==> config.mk <==
export PLATFORM = sky130hd
export DESIGN_NAME = vga_timing_gen
export DESIGN_NICKNAME = d
export VERILOG_FILES = /design/src/rtl/vga_timing_gen_pkg.sv /design/src/rtl/vga_timing_gen_div.sv /design/src/rtl/vga_timing_gen.sv
export SDC_FILE = /design/constraint.sdc
export NUM_CORES = 1
export LEC_CHECK = 0
export BUFFER_PORTS_ARGS = -buffer_cell sky130_fd_sc_hd__buf_2
export CAP_MARGIN = 20
export CORE_MARGIN = 1.5
export CORE_UTILIZATION = 35
export CTS_BUF_LIST = sky130_fd_sc_hd__clkbuf_4 sky130_fd_sc_hd__clkbuf_8
export CTS_CLUSTER_DIAMETER = 60
export CTS_CLUSTER_SIZE = 25
export DETAILED_ROUTE_END_ITERATION = 10
export MAX_ROUTING_LAYER = met4
export SYNTH_ARGS = -nofsm -noshare
export SYNTH_HDL_FRONTEND = slang
export SYNTH_SLANG_ARGS = --single-unit
==> constraint.sdc <==
create_clock -name clk -period 1.53 [get_ports clk]
set_input_delay 0.0765 -clock clk [delete_from_list [all_inputs] [get_ports clk]]
set_output_delay 0.0765 -clock clk [all_outputs]
set_load 0.02 [all_outputs]
==> src/rtl/vga_timing_gen_pkg.sv <==
// Shared VGA raster constants: default 640x480@60 geometry, bus widths, RGB pixel layout.
// Pure declarations, no logic; imported by the timing generator and the draw_* renderers.
// Renderers use the same bounds so every module agrees on what "on screen" means.
package vga_timing_gen_pkg;

  // Default 640x480@60 timing from a 100 MHz system clock
  localparam int unsigned DEF_CLK_DIV  = 4;
  localparam int unsigned DEF_H_ACTIVE = 640;
  localparam int unsigned DEF_H_FP     = 16;
  localparam int unsigned DEF_H_SYNC   = 96;
  localparam int unsigned DEF_H_BP     = 48;
  localparam int unsigned DEF_V_ACTIVE = 480;
  localparam int unsigned DEF_V_FP     = 10;
  localparam int unsigned DEF_V_SYNC   = 2;
  localparam int unsigned DEF_V_BP     = 33;

  // Coordinate and colour widths; 799 < 2^11 and 524 < 2^10 for the defaults
  localparam int unsigned HCOUNT_W = 11;
  localparam int unsigned VCOUNT_W = 10;
  localparam int unsigned RGB_W    = 4;
  localparam int unsigned PIXEL_W  = 3 * RGB_W;

  // Pixel word as returned by the draw modules: {R,G,B}
  typedef struct packed {
    logic [RGB_W-1:0] r;
    logic [RGB_W-1:0] g;
    logic [RGB_W-1:0] b;
  } rgb_t;

endpackage

==> src/rtl/vga_timing_gen_div.sv <==
// Pixel-clock divider: counts system clocks 0..CLK_DIV-1 and flags the last one.
// adv_o is combinational (counters advance on that edge); pix_tick_o is its registered copy.
// No backpressure; free-running from reset release, first advance CLK_DIV clocks after release.
module vga_timing_gen_div #(
  parameter int unsigned CLK_DIV = 4
) (
  input  logic clk,
  input  logic rst_n,
  output logic adv_o,
  output logic pix_tick_o
);

  localparam int unsigned         DIV_W    = (CLK_DIV > 1) ? $clog2(CLK_DIV) : 1;
  localparam logic [DIV_W-1:0]    DIV_LAST = DIV_W'(CLK_DIV - 1);

  logic [DIV_W-1:0] div_q;
  logic [DIV_W-1:0] div_d;
  logic             pix_tick_q;

  assign adv_o      = (div_q == DIV_LAST);
  assign pix_tick_o = pix_tick_q;

  // Next divider value: wrap to zero after the last clock of a pixel period
  always_comb begin
    div_d = adv_o ? '0 : div_q + DIV_W'(1);
  end

  // Divider state and the strobe that coincides with the counter update
  always_ff @(posedge clk or negedge rst_n) begin
    if (!rst_n) begin
      div_q      <= '0;
      pix_tick_q <= 1'b0;
    end else begin
      div_q      <= div_d;
      pix_tick_q <= adv_o;
    end
  end

endmodule

==> src/rtl/vga_timing_gen.sv <==
// VGA raster timing: hcount/vcount for the renderers, sync decode, blanked RGB pins, frame_end strobe.
// Pins lag the counters by exactly one pixel tick; pixel input is sampled one tick after its coordinate.
// No backpressure: the raster free-runs; renderers must return a pixel within one pixel period.
module vga_timing_gen
  import vga_timing_gen_pkg::*;
#(
  parameter int unsigned CLK_DIV  = DEF_CLK_DIV,
  parameter int unsigned H_ACTIVE = DEF_H_ACTIVE,
  parameter int unsigned H_FP     = DEF_H_FP,
  parameter int unsigned H_SYNC   = DEF_H_SYNC,
  parameter int unsigned H_BP     = DEF_H_BP,
  parameter int unsigned V_ACTIVE = DEF_V_ACTIVE,
  parameter int unsigned V_FP     = DEF_V_FP,
  parameter int unsigned V_SYNC   = DEF_V_SYNC,
  parameter int unsigned V_BP     = DEF_V_BP
) (
  input  logic                clk,
  input  logic                rst_n,
  input  logic [PIXEL_W-1:0]  pixel,
  output logic [HCOUNT_W-1:0] hcount,
  output logic [VCOUNT_W-1:0] vcount,
  output logic                pix_tick,
  output logic                active,
  output logic                frame_end,
  output logic                vga_hs,
  output logic                vga_vs,
  output logic [RGB_W-1:0]    vga_r,
  output logic [RGB_W-1:0]    vga_g,
  output logic [RGB_W-1:0]    vga_b
);

  localparam int unsigned H_TOTAL = H_ACTIVE + H_FP + H_SYNC + H_BP;
  localparam int unsigned V_TOTAL = V_ACTIVE + V_FP + V_SYNC + V_BP;

  // Compare constants in counter widths
  localparam logic [HCOUNT_W-1:0] H_LAST   = HCOUNT_W'(H_TOTAL - 1);
  localparam logic [HCOUNT_W-1:0] H_VIS    = HCOUNT_W'(H_ACTIVE);
  localparam logic [HCOUNT_W-1:0] H_SY_BEG = HCOUNT_W'(H_ACTIVE + H_FP);
  localparam logic [HCOUNT_W-1:0] H_SY_END = HCOUNT_W'(H_ACTIVE + H_FP + H_SYNC);
  localparam logic [VCOUNT_W-1:0] V_LAST   = VCOUNT_W'(V_TOTAL - 1);
  localparam logic [VCOUNT_W-1:0] V_VIS    = VCOUNT_W'(V_ACTIVE);
  localparam logic [VCOUNT_W-1:0] V_SY_BEG = VCOUNT_W'(V_ACTIVE + V_FP);
  localparam logic [VCOUNT_W-1:0] V_SY_END = VCOUNT_W'(V_ACTIVE + V_FP + V_SYNC);

  logic                adv;
  logic [HCOUNT_W-1:0] hcount_q, hcount_d;
  logic [VCOUNT_W-1:0] vcount_q, vcount_d;
  logic                h_wrap, v_wrap;
  logic                vis_c, hs_c, vs_c;
  logic                run_q;
  logic                frame_end_q;
  logic                hs_q, vs_q;
  rgb_t                rgb_q;

  vga_timing_gen_div #(
    .CLK_DIV (CLK_DIV)
  ) u_div (
    .clk        (clk),
    .rst_n      (rst_n),
    .adv_o      (adv),
    .pix_tick_o (pix_tick)
  );

  // Raster stepping and counter-stage decode of visibility and sync
  always_comb begin
    h_wrap   = (hcount_q == H_LAST);
    v_wrap   = (vcount_q == V_LAST);
    hcount_d = h_wrap ? '0 : hcount_q + HCOUNT_W'(1);
    vcount_d = vcount_q;
    if (h_wrap) begin
      vcount_d = v_wrap ? '0 : vcount_q + VCOUNT_W'(1);
    end
    vis_c = (hcount_q < H_VIS) && (vcount_q < V_VIS);
    hs_c  = !((hcount_q >= H_SY_BEG) && (hcount_q < H_SY_END));
    vs_c  = !((vcount_q >= V_SY_BEG) && (vcount_q < V_SY_END));
  end

  // Counters advance on the divider edge; frame_end marks the (0,0) arrival.
  // run_q holds active low until the raster has actually started after reset.
  always_ff @(posedge clk or negedge rst_n) begin
    if (!rst_n) begin
      hcount_q    <= '0;
      vcount_q    <= '0;
      run_q       <= 1'b0;
      frame_end_q <= 1'b0;
    end else begin
      frame_end_q <= adv && h_wrap && v_wrap;
      if (adv) begin
        hcount_q <= hcount_d;
        vcount_q <= vcount_d;
        run_q    <= 1'b1;
      end
    end
  end

  // Pin stage: captures the outgoing coordinate's sync and (blanked) pixel, one tick behind
  always_ff @(posedge clk or negedge rst_n) begin
    if (!rst_n) begin
      hs_q  <= 1'b1;
      vs_q  <= 1'b1;
      rgb_q <= '0;
    end else if (adv) begin
      hs_q  <= hs_c;
      vs_q  <= vs_c;
      rgb_q <= vis_c ? rgb_t'(pixel) : '0;
    end
  end

  assign hcount    = hcount_q;
  assign vcount    = vcount_q;
  assign active    = run_q && vis_c;
  assign frame_end = frame_end_q;
  assign vga_hs    = hs_q;
  assign vga_vs    = vs_q;
  assign vga_r     = rgb_q.r;
  assign vga_g     = rgb_q.g;
  assign vga_b     = rgb_q.b;

endmodule

== Word level (Yosys, flattened, before mapping) ==
Cells that the tools add are included.

* Bits in registers: 40
* Bits in latches: 0
* RAM bits: 0
* Memory bits (read-only): 0
* Output and inout bits: 38
* Memories: 0

* Add/sub/neg operators: 3
* Multiply operators: 0
* Divide/modulo/power cells: 0
* Order comparisons: 6
* Eq/ne operators: 3
* Shift operators: 0
* Multiplexer cells: 4
* Bitwise gates (word level): 0
* Reductions and logical operators: 9

{| class="wikitable"
|+ Operators with widths
! operator !! count
|-
| $lt A11 B10 Y1 const B || 2
|-
| $lt A10 B9 Y1 const B || 2
|-
| $mux W12 || 1
|-
| $add A11 B1 Y11 const B || 1
|-
| $eq A11 B10 Y1 const B || 1
|-
| $ge A11 B10 Y1 const B || 1
|-
| $mux W11 || 1
|-
| $add A10 B1 Y10 const B || 1
|-
| $eq A10 B10 Y1 const B || 1
|-
| $ge A10 B9 Y1 const B || 1
|-
| $mux W10 || 1
|-
| $logic_and A1 B1 Y1 || 6
|-
| $add A2 B1 Y2 const B || 1
|-
| $eq A2 B2 Y1 const B || 1
|-
| $logic_not A1 Y1 || 2
|-
| $mux W2 || 1
|-
| $reduce_and A2 Y1 || 1
|}

== Longest topological paths before layout ==
* Depth after elaboration: 3
* Depth in mapped cells: 7

== Modules after synthesis ==
From an unflattened synthesis, not the netlist that was laid out.

* Cells, all modules: 182
* Area total of the unflattened synthesis: 1829.3 sq um

{| class="wikitable"
|+ Modules (own cells, without submodules)
! module !! instances !! cells an instance !! area each (sq um) !! sequential area each (sq um)
|-
| vga_timing_gen || 1 || 177 || 1737.9 || 928.4
|-
| vga_timing_gen_div || 1 || 5 || 91.3 || 75.1
|}

== Worst setup path before layout ==
OpenSTA, ideal clock, no wires.

* Path kind: reg2reg
* From: register hcount_q[0] (netlist: hcount[0])
* To: register hcount_q[10] (netlist: hcount[10])
* Setup time: 0.067 ns
* Arrival time: 1.687 ns
* Data required time: 1.463 ns
* Path slack: -0.223 ns
* Cell stages (with the launch flop): 7
* Clock period less this slack: 1.753 ns
* Cell sequence: dfrtp_1 > ha_1 > and4_4 > buf_6 > and3_4 > or4_1 > nand2_1

* Cells in the longest elaborated chain, start to end: 2

{| class="wikitable"
|+ Ends and longest elaborated chain
! element !! line !! RTL
|-
| start, declared || vga_timing_gen.sv:46 || <nowiki>logic [HCOUNT_W-1:0] hcount_q, hcount_d;</nowiki>
|-
| start signal, assigned || vga_timing_gen.sv:89 || <nowiki>hcount_q <= hcount_d;</nowiki>
|-
| $add A11 B1 Y11 or $eq A11 B10 Y1 (tied branches) || vga_timing_gen.sv:68, vga_timing_gen.sv:66 ||
|-
| $mux W11 * || vga_timing_gen.sv:68 || <nowiki>hcount_d = h_wrap ? '0 : hcount_q + HCOUNT_W'(1);</nowiki>
|}

Every way passes the cells marked *; elsewhere a longest branch is shown, timed or not.
A chain may end at the register's enable or synchronous reset.

== Worst setup path in the final report ==
* From: register u_div.div_q[1]
* To: register hcount_q[10] (netlist: hcount[10])

* Cells in the longest elaborated chain, start to end: 1

{| class="wikitable"
|+ Ends and longest elaborated chain
! element !! line !! RTL
|-
| start, declared || vga_timing_gen_div.sv:16 || <nowiki>logic [DIV_W-1:0] div_q;</nowiki>
|-
| start signal, assigned || vga_timing_gen_div.sv:34 || <nowiki>div_q <= div_d;</nowiki>
|-
| $eq A2 B2 Y1 || vga_timing_gen_div.sv:20 || <nowiki>assign adv_o = (div_q == DIV_LAST);</nowiki>
|-
| named net adv || vga_timing_gen.sv:45 || <nowiki>logic adv;</nowiki>
|}

The timed path passes the listed nets, and every way through them passes these cells.

==> key figures <==
Timing
  • Final critical delay including setup and external delays: 1.61 ns
  • Final period utilization: 105%
  • Final Slew Violations: 0
  • Worst-margin pin slew: 0.458 ns
  • Final Hold Violating Endpoints: 0
  • Total setup violations reported at the end of the flow: 3
  • Setup repair after global routing missed its margin: yes
  • Worst slew margin: 69.5%
  • Worst Clk Skew: 0.00648 ns
  • Smallest setup slack after layout: -0.0839 ns
  • Upper clock frequency limit: 620 MHz
  • Setup Total Neg Slack: -0.0952 ns

Drt
  • Via count normalized by instance count: 4.92
  • # DRC: 0
  • Total vias in the final route: 1664
  • Router iterations before antenna repair: 5
  • Starting DRC count in detailed routing: 75
  • Routed wire length: 4660 um
  • WL/cell: 13.8 um
  • Remaining number of nets flagged by the antenna check after routing: 0

Synth
  • Number of enable flip-flop cells after synthesis: 0
  • Number of warnings reported in the yosys synthesis log: 0
  • Share of synthesized area occupied by flip-flops and latches: 54.9%
  • Syn_nets: 179
  • Post-Syn Area per Cell: 11.4 um^2
  • Post-synthesis cell type count: 41
  • Number of instances in the synthesized netlist: 161
  • Dominant register cell in the synthesized netlist: dfrtp_1
  • Cell area after synthesis: 1830 um^2
  • Post-synthesis sequential element count: 40
  • Share of async-settable or async-resettable flops after synthesis: 100%

Final layout
  • Final core utilization: 55.3%
  • Fill count: 477
  • Share of cells above drive strength 1: 52.6%
  • Ant. Diodes: 0
  • Total area of multi-input combinational cells: 893 um^2
  • Area taken by flip-flops and latches: 1010 um^2
  • Final #Nets: 285
  • Synth-to-layout area growth: 53.4%

Critical path
  • Ordered list of cells on the worst path: ha_4 -> and4_4 -> and3_4 -> or4_4 -> nand2_2
  • Slowest Stage Delay on Critical Path: 0.49 ns
  • Endpoint class of the critical path: register
  • R2R cell count: 5
  • Startpoint of the most critical register-to-register path: u_div.div_q[1]$_DFF_PN0_
  • Cell with the largest stage delay on the worst path: or4_4
  • Worst setup path class: register to register
  • CP arrival: 1.84 ns
  • Internal reg-to-reg setup slack: -0.08 ns
  • Critical path required time: 1.75 ns
  • End of the critical path: hcount[10]$_DFFE_PN0P_
  • Maximum fanout along the worst path: 7
  • Critical register-to-register path endpoint: hcount[10]$_DFFE_PN0P_
  • Setup crit start kind: register
  • Crit path launch: u_div.div_q[1]$_DFF_PN0_

Global route
  • GRT met2 Usage: 29.0%
  • Overall track demand over capacity in global routing: 17.7%
  • Largest net degree at the start of global routing: 23
  • Met3 track demand over resource in global routing: 5.16%
  • Global route hottest layer: met2
  • Number of antenna violations at the first check in global routing: 0
  • Met1 usage: 21.3%
  • GRT overflow: 0
  • Vias in the first global route: 1545
  • Global-route wire length before repair: 7180 um

Floorplanning
  • Die X-Extent: 75.3 um
  • Initial core utilization: 36.0%
  • Y dimension of the die: 75.3 um
  • I/O pin cnt: 52
  • Number of placement rows: 26
  • CORE AREA: 5070 um^2
  • Die ar.: 5670 um^2

Power and ir drop
  • PwrDens: 680 nW/um^2
  • Largest vdd supply drop: 0.258 mV
  • Static leakage power: 1.38 nW

Clock tree
  • Clock-pin slew on the worst setup and hold paths: 0.08 ns
  • Maximum buffer depth of the clock tree: 2
  • Maximum level of the CTS H-tree: 2
  • Clock tree from TritonCTS: built
  • Clock latency reported for the late side of the worst-skew pair: 0.29 ns
  • Clock tree root driver cell: clkbuf_8
  • Number of CTS-inserted buffers: 5
  • Number of clock sinks: 40

Place
  • Detailed placement HPWL: 3180 um
  • Worst slack at placement: -0.154 ns
  • Weighted congestion reported at the end of routability-driven placement: 0.755
  • Quantity of I/O buffers inserted on ports: 51

Worst hold path
  • Class of the tightest hold or removal check: input port to register
  • Cell count of the worst hold path: 2

Status
  • Failing checks: setup timing
  • Result of the run: finished, violations left

Run
  • Number of max-capacitance violations reported: 0
[report_power, final]
group | internal (W) | total [W] | leakage, nW | switching, W
clock network | 0.000356 | 0.000718 | 0.0491 | 0.000362
registers | 0.00107 | 0.00108 | 0.496 | 0.00000749
logic | 0.0000509 | 0.000110 | 0.840 | 0.0000588
[cell type report]
cell class / instances / share of cell area, %
Clock buffer: 7 / 2.99
Tap cell: 70 / 3.12
Clock inverter: 1 / 0.178
Inverter: 3 / 0.401
Sequential cell: 40 / 36.0
Timing Repair Buffer: 104 / 25.5
Multi-Input combinational cell: 113 / 31.8
[cell families (layout without fill, tap and decap cells)]
group                      after synthesis  after routing  synth area share, %
AOI/OAI and AO/OA                       33             33                 13.3
buffers and inverters                    8            115                 2.60
and+or+nand+nor                         65             65                 21.1
DFF                                     40             40                 54.9
xor gates and xnor gates                 9              9                 4.31
muxes                                    2              2                 1.09
adders and majority gates                4              4                 2.74
[worst min path at each step]
stage / from / endpoint / slack [ns]
2_1_floorplan: rst_n / frame_end$_DFF_PN0_ / -0.22
3_3_place_gp: rst_n / vga_g[0]$_DFFE_PN0P_ / 0.05
3_5_place_dp: rst_n / vga_g[0]$_DFFE_PN0P_ / 0.06
4_1_cts: pixel[2] / vga_b[2]$_DFFE_PN0P_ / 0.004
5_1_grt: pixel[2] / vga_b[2]$_DFFE_PN0P_ / 0.008
6_report: pixel[7] / vga_g[3]$_DFFE_PN0P_ / 0.01
[cell usage in the layout (no fill, tap or decap), drive strengths merged, types with 6 or more instances in the layout]
| cell type | instances |
|---|---|
| dlygate4sd3 | 6 |
| buf | 98 |
| clkbuf | 7 |
| nor2 | 14 |
| nand2 | 9 |
| o21ai | 10 |
| dfrtp | 38 |
| nand3 | 11 |
| a22o | 14 |
| and3 | 8 |
[routing by layer]
metal  vias to the layer above  part of all wire (%)
li1                        796                     -
met1                       809                    44
met2                        52                    49
met3                         7                   5.6
met4                         0                   1.4
met5                         -                     0
[stage by stage]
| stage | instances | hold slack (ns) | total power [W] | area (um^2) |
|---|---|---|---|---|
| 2_1_floorplan | 161 | -0.219 | 0.00114 | 1860 |
| 3_3_place_gp | 311 | 0.0475 | 0.00120 | 2450 |
| 3_5_place_dp | 312 | 0.0611 | 0.00120 | 2450 |
| 4_1_cts | 334 | 0.00405 | 0.00194 | 2700 |
| 5_1_grt | 338 | 0.00777 | 0.00199 | 2810 |
| 6_report | 338 | 0.0104 | 0.00191 | 2810 |
[sequential cells by signal, indices dropped and copies added, names as in the netlist]
register          flops
vga_r                 4
run_q                 1
vga_g                 4
frame_end             1
vga_b                 4
vcount               10
hcount               11
vga_vs                1
u_div.pix_tick_o      1
u_div.div_q           2
vga_hs                1
[worst max-delay path: cells and delay by family (launching register included)]
family,cells,cell delay [ns]
adders and majority gates,1,0.18
DFF,1,0.41
and+or+nand+nor,4,0.96
[cell usage after synthesis (2+ instances only)]
master / instances / area [um^2]
nor2_1: 14 / 52.6
a31oi_1: 2 / 12.5
and3_1: 7 / 43.8
dfrtp_1: 38 / 951
dfstp_2: 2 / 52.6
ha_1: 4 / 50.1
o21ai_0: 3 / 15.0
xnor2_1: 4 / 35.0
buf_2: 2 / 10.0
nor3b_1: 4 / 30.0
mux2i_1: 2 / 20.0
a22o_1: 14 / 123
nand2_1: 8 / 30.0
nand4_1: 3 / 18.8
a21o_1: 2 / 15.0
xor2_1: 5 / 43.8
and2_1: 2 / 12.5
inv_1: 3 / 11.3
nor3_1: 4 / 20.0
nand3_1: 10 / 50.1
o21ai_1: 7 / 35.0
buf_6: 2 / 22.5
[what timing repair did]
action,4_1_cts,5_1_grt
setup endpoints to repair,15,19
gates resized for setup,10,19
buffers inserted,8,4
pin swaps,6,9
cloned,0,0
hold endpoints to repair,22,0
hold buffers,6,0
No activity file was read; power rests on OpenSTA's default activity.
